[src/rtl/if_id_fetch_stage.sv]
// Instruction-fetch stage and IF/ID pipeline register: owns the PC, runs the
// req/ready fetch handshake, and absorbs stall and branch-redirect requests.
module if_id_fetch_stage #(
  parameter logic [31:0] RESET_PC = 32'h0000_0000,
  parameter logic [31:0] NOP_WORD = 32'h0000_0000
) (
  input  logic        Clk,
  input  logic        Reset,
  input  logic        Stall,
  input  logic        Flush,
  input  logic [31:0] BranchTarget,
  output logic        IMemReq,
  output logic [31:0] IMemAddr,
  input  logic [31:0] IMemData,
  input  logic        IMemReady,
  output logic [31:0] IF_ID_Instruction,
  output logic [31:0] IF_ID_PCPlus4,
  output logic        IF_ID_Valid,
  output logic [15:0] IF_ID_Imm16
);

  typedef enum logic [1:0] {
    ST_REQ     = 2'd0,
    ST_HOLD    = 2'd1,
    ST_DISCARD = 2'd2
  } state_e;

  state_e      state_q, state_d;
  logic [31:0] pc_q, pc_d;
  logic [31:0] pending_q, pending_d;
  logic [31:0] buffer_q, buffer_d;
  logic [31:0] instr_q, instr_d;
  logic [31:0] pcp4_q, pcp4_d;
  logic        valid_q, valid_d;
  logic        req_q;

  logic [31:0] pc_plus4_s;
  logic [31:0] target_s;
  logic        fire_s;

  function automatic logic [31:0] word_align(input logic [31:0] addr);
    return {addr[31:2], 2'b00};
  endfunction

  assign pc_plus4_s = pc_q + 32'd4;
  assign target_s   = word_align(BranchTarget);
  // A response only counts while a request is actually on the bus.
  assign fire_s     = req_q & IMemReady;

  // Next-state, PC and IF/ID update logic.
  always_comb begin
    state_d   = state_q;
    pc_d      = pc_q;
    pending_d = pending_q;
    buffer_d  = buffer_q;
    instr_d   = instr_q;
    pcp4_d    = pcp4_q;
    valid_d   = valid_q;

    case (state_q)
      ST_REQ: begin
        if (Flush) begin
          instr_d = NOP_WORD;
          valid_d = 1'b0;
          if (fire_s || !req_q) begin
            pc_d = target_s;
          end else begin
            // Address must stay put until memory answers the in-flight fetch.
            pending_d = target_s;
            state_d   = ST_DISCARD;
          end
        end else if (fire_s) begin
          if (Stall) begin
            buffer_d = IMemData;
            state_d  = ST_HOLD;
          end else begin
            instr_d = IMemData;
            pcp4_d  = pc_plus4_s;
            valid_d = 1'b1;
            pc_d    = pc_plus4_s;
          end
        end else if (!Stall) begin
          instr_d = NOP_WORD;
          valid_d = 1'b0;
        end else begin
          valid_d = valid_q;
        end
      end

      ST_HOLD: begin
        if (Flush) begin
          instr_d  = NOP_WORD;
          valid_d  = 1'b0;
          buffer_d = 32'h0000_0000;
          pc_d     = target_s;
          state_d  = ST_REQ;
        end else if (!Stall) begin
          instr_d = buffer_q;
          pcp4_d  = pc_plus4_s;
          valid_d = 1'b1;
          pc_d    = pc_plus4_s;
          state_d = ST_REQ;
        end else begin
          state_d = ST_HOLD;
        end
      end

      ST_DISCARD: begin
        if (Flush) begin
          instr_d = NOP_WORD;
          valid_d = 1'b0;
          if (fire_s) begin
            pc_d    = target_s;
            state_d = ST_REQ;
          end else begin
            pending_d = target_s;
          end
        end else if (fire_s) begin
          pc_d    = pending_q;
          state_d = ST_REQ;
        end else begin
          state_d = ST_DISCARD;
        end
      end

      default: begin
        state_d = ST_REQ;
      end
    endcase
  end

  // State, PC and pipeline register storage.
  always_ff @(posedge Clk or negedge Reset) begin
    if (!Reset) begin
      state_q   <= ST_REQ;
      pc_q      <= RESET_PC;
      pending_q <= 32'h0000_0000;
      buffer_q  <= 32'h0000_0000;
      instr_q   <= NOP_WORD;
      pcp4_q    <= 32'h0000_0000;
      valid_q   <= 1'b0;
      req_q     <= 1'b0;
    end else begin
      state_q   <= state_d;
      pc_q      <= pc_d;
      pending_q <= pending_d;
      buffer_q  <= buffer_d;
      instr_q   <= instr_d;
      pcp4_q    <= pcp4_d;
      valid_q   <= valid_d;
      req_q     <= (state_d != ST_HOLD);
    end
  end

  assign IMemReq           = req_q;
  assign IMemAddr          = pc_q;
  assign IF_ID_Instruction = instr_q;
  assign IF_ID_PCPlus4     = pcp4_q;
  assign IF_ID_Valid       = valid_q;
  assign IF_ID_Imm16       = instr_q[15:0];

endmodule

[config.mk]
export PLATFORM = sky130hd
export DESIGN_NAME = if_id_fetch_stage
export DESIGN_NICKNAME = d
export VERILOG_FILES = /design/src/rtl/if_id_fetch_stage.sv
export SDC_FILE = /design/constraint.sdc
export NUM_CORES = 1
export LEC_CHECK = 0
export CAP_MARGIN = 5
export CORE_MARGIN = 5
export CORE_UTILIZATION = 45
export DETAILED_ROUTE_END_ITERATION = 8
export PLACE_DENSITY = 0.83
export SLEW_MARGIN = 0
export SYNTH_ARGS = -nofsm -noshare
export SYNTH_HDL_FRONTEND = slang
export SYNTH_SLANG_ARGS = --single-unit
[constraint.sdc]
create_clock -name Clk -period 2.2 [get_ports Clk]
set_clock_uncertainty 0.2 [all_clocks]
set_input_delay 0.66 -clock Clk [delete_from_list [all_inputs] [get_ports Clk]]
set_output_delay 0.66 -clock Clk [all_outputs]
set_load 0.005 [all_outputs]
==> impl_metrics.ini <==
[status]
outcome = finished, final reports clean

[layout]
nets = 1143
layout_common_cells = dfrtp_1, nand2_1, buf_4
area_delta_synth_final_pct = 44.6
drive_gt1_share_pct = 22.0
diodes = 0
final_common_cell = dfrtp_1

[worst_setup_path]
path_class = in2reg
critPathRequiredTime_ns = 2.35
worstPathCellList = clkdlybuf4s50_1, or3b_2, o211ai_2, buf_12, or3_1, o21ai_0, a21oi_1
cp-start-kind = input pin
worstPathArrival_ns = 2.35
cp_slowest_cell = clkdlybuf4s50_1
max_stage_delay_ns = 0.51
worst-path-max-fanout = 18
end_kind = register

[timing]
fmax_mhz = 455
holdWs_ns = 0.271
slew-limit-headroom_pct = 64.1
setup_violations = 0
worst_slack_ns = 0.00361
timing.setup.tns_ns = 0
period_share_pct = 99.8
worst_slew_pin_slew_ns = 0.534
final_max_slew_viol_count = 0
finalHoldViolCount = 0
fin_crit_ns = 2.20
rsz0062_at_grt = true

[logic_synthesis]
ys_warn_count = 0
syn_inst = 815
async_flop_share_pct = 100
syn_area_um2 = 8020
ys_seq_area_share_pct = 49.3
ys.flop_type = dfrtp_1
syn_avg_cell_area_um2 = 9.83
synth_cell_types = 64
synth-edff-count = 0
ys_ff_latch = 158

[clocking]
cts_tree = built
clockBufferDepth = 2
path_clk_slew_ns = 0.07
root_buffer = clkbuf_16
cts.htree.levels = 4
worstSkewPairLatency_ns = 0.43
cts.sinks = 158
cts_buffers = 17

[route]
drt_pre_antenna_iters = 6
ant_nets = 0
initialDrtViolationCount = 697
num_vias = 7623
route.detailed.wl_per_inst_um = 19.2
drc = 0
wirelength_um = 25200
routed_via_density = 5.83

[power_and_ir_drop]
p_switching_w = 0.00585
combPwrFrac_pct = 50.3
switching_share_pct = 37.0
peakVddDrop_mv = 0.668
p_leak_nw = 5.58
p_int_w = 0.00997
p_seq_share_pct = 32.2
powerDensity_nw_per_um2 = 1360
clockPowerShare_pct = 17.5

[run]
max_cap_violations = 0

[grt]
grt_pass1_vias = 7552
grt_max_degree = 45
gr-total-overflow = 0
grt_pass1_wl_um = 39100
grt_usage_pct = 23.8
antenna_found_initial = 1

[floorplan]
die_h_um = 143
num_rows = 48
core_um2 = 17400
start_util_pct = 46.0
dieArea_um2 = 20600
io_pins = 183
die_w_um = 143

[placement]
place_ws_ns = -0.460
io_buffers = 176
routabilityCongestion = 0.868
dp_hpwl_um = 16100

[min_path]
hp-class = reg2reg
## synthesized netlist by cell type (all sizes together), types with 2 or more instances
cell     count  area [µm²]
dfrtp      158        3950
nand2      117         439
o21ai       64         320
nor2        55         209
clkbuf      53         243
a21oi       52         260
a22oi       42         315
nand3b      35         263
mux2        31         349
buf         27         225
nand3       19         108
xnor2       19         166
inv         12        45.0
nand4       10        98.8
nor3        10        55.1
and3         9        56.3
o2bb2ai      9        78.8
xor2         9        78.8
o31a         8        70.1
a222oi       6        60.1
and4         6        56.3
o31ai        6        45.0
ha           5        62.6
a22o         4        35.0
nand2b       4        25.0
nor4         4        55.1
o211ai       4        35.0
o22ai        4        25.0
a211oi       3        22.5
a221o        3        30.0
and2         3        20.0
nor2b        3        18.8
or4          3        22.5
a211o        2        17.5
a221oi       2        17.5
o211a        2        20.0
## registers in the layout (all words and copies together) (netlist names)
signal,flops
IMemReq,1
buffer_q,32
IF_ID_Valid,1
IF_ID_PCPlus4,30
pending_q,30
IF_ID_Instruction,32
IMemAddr,30
state_q,2
## power groups by stage
stage	Clock (W)	Sequential, W	Combinational (W)
2_1_floorplan	0	0.00520	0.00348
3_3_place_gp	0	0.00528	0.00664
3_5_place_dp	0	0.00534	0.00686
4_1_cts	0.00280	0.00506	0.00752
5_1_grt	0.00293	0.00524	0.00861
6_report	0.00277	0.00510	0.00795
## path summary, 6_finish.rpt
kind,from,endpoint,slack (ns),cells past startpoint
setup / recovery,Stall,IMemAddr[2]$_DFFE_PN0P_,0.004,7
hold / removal,buffer_q[3]$_DFFE_PN0P_,buffer_q[3]$_DFFE_PN0P_,0.27,2
setup reg to reg,state_q[0]$_DFF_PN0_,IMemAddr[12]$_DFFE_PN0P_,0.03,9
hold reg to reg,buffer_q[3]$_DFFE_PN0P_,buffer_q[3]$_DFFE_PN0P_,0.27,2
max in group asynchronous,Reset,IMemAddr[25]$_DFFE_PN0P_,0.65,3
min in group asynchronous,Reset,IF_ID_PCPlus4[14]$_DFFE_PN0P_,0.51,2
## cells by family after synthesis
logic type | share of synthesized area [%]
adders and majority gates | 0.781
other | 0.0468
and+or+nand+nor | 18.5
AOI/OAI and AO/OA | 17.4
muxes | 4.48
DFF | 49.3
xor gates and xnor gates | 3.06
buffers and inverters | 6.40
## routing by layer
layer	part of all wire (%)	up-vias	track usage (%)
li1	-	3392	-
met1	39	3669	30.7
met2	48	484	38.1
met3	10	76	6.52
met4	2.6	2	9.61
met5	0.052	-	0
## area by class of cell
cell class | instances | area [µm²]
flip-flops and latches | 158 | 3970
inverters | 12 | 45.0
clock inverters | 13 | 105
fillers | 1288 | 5830
repair buffers | 312 | 3080
multi-input cells | 568 | 3670
clock buffers | 19 | 443
well taps | 225 | 282
## stage by stage
| step | cells | area (µm²) | util (%) | power, W |
|---|---|---|---|---|
| after global placement | 1217 | 10400 | 59.6 | 0.0119 |
| after floorplan | 818 | 8030 | - | 0.00868 |
| after CTS | 1294 | 11300 | 64.6 | 0.0154 |
| after detailed placement | 1217 | 10400 | 59.6 | 0.0122 |
| after global routing | 1307 | 11600 | 66.6 | 0.0168 |
| final | 1307 | 11600 | 66.6 | 0.0158 |
## what timing repair did
item                                    in CTS  in global routing
pin swaps                                    1                 12
buffers inserted                            44                 11
endpoints found under the setup margin      63                141
hold buffers                                 1                  0
resized for setup                           52                 73
gates cloned                                 0                  2
endpoints found under the hold margin       32                  0
## critical path, delay by kind of cell
kind,cells,cell delay (ns)
AOI/OAI and AO/OA,3,0.36
buffers and inverters,2,0.70
and+or+nand+nor,2,0.63
No activity file was read; power rests on OpenSTA's default activity.
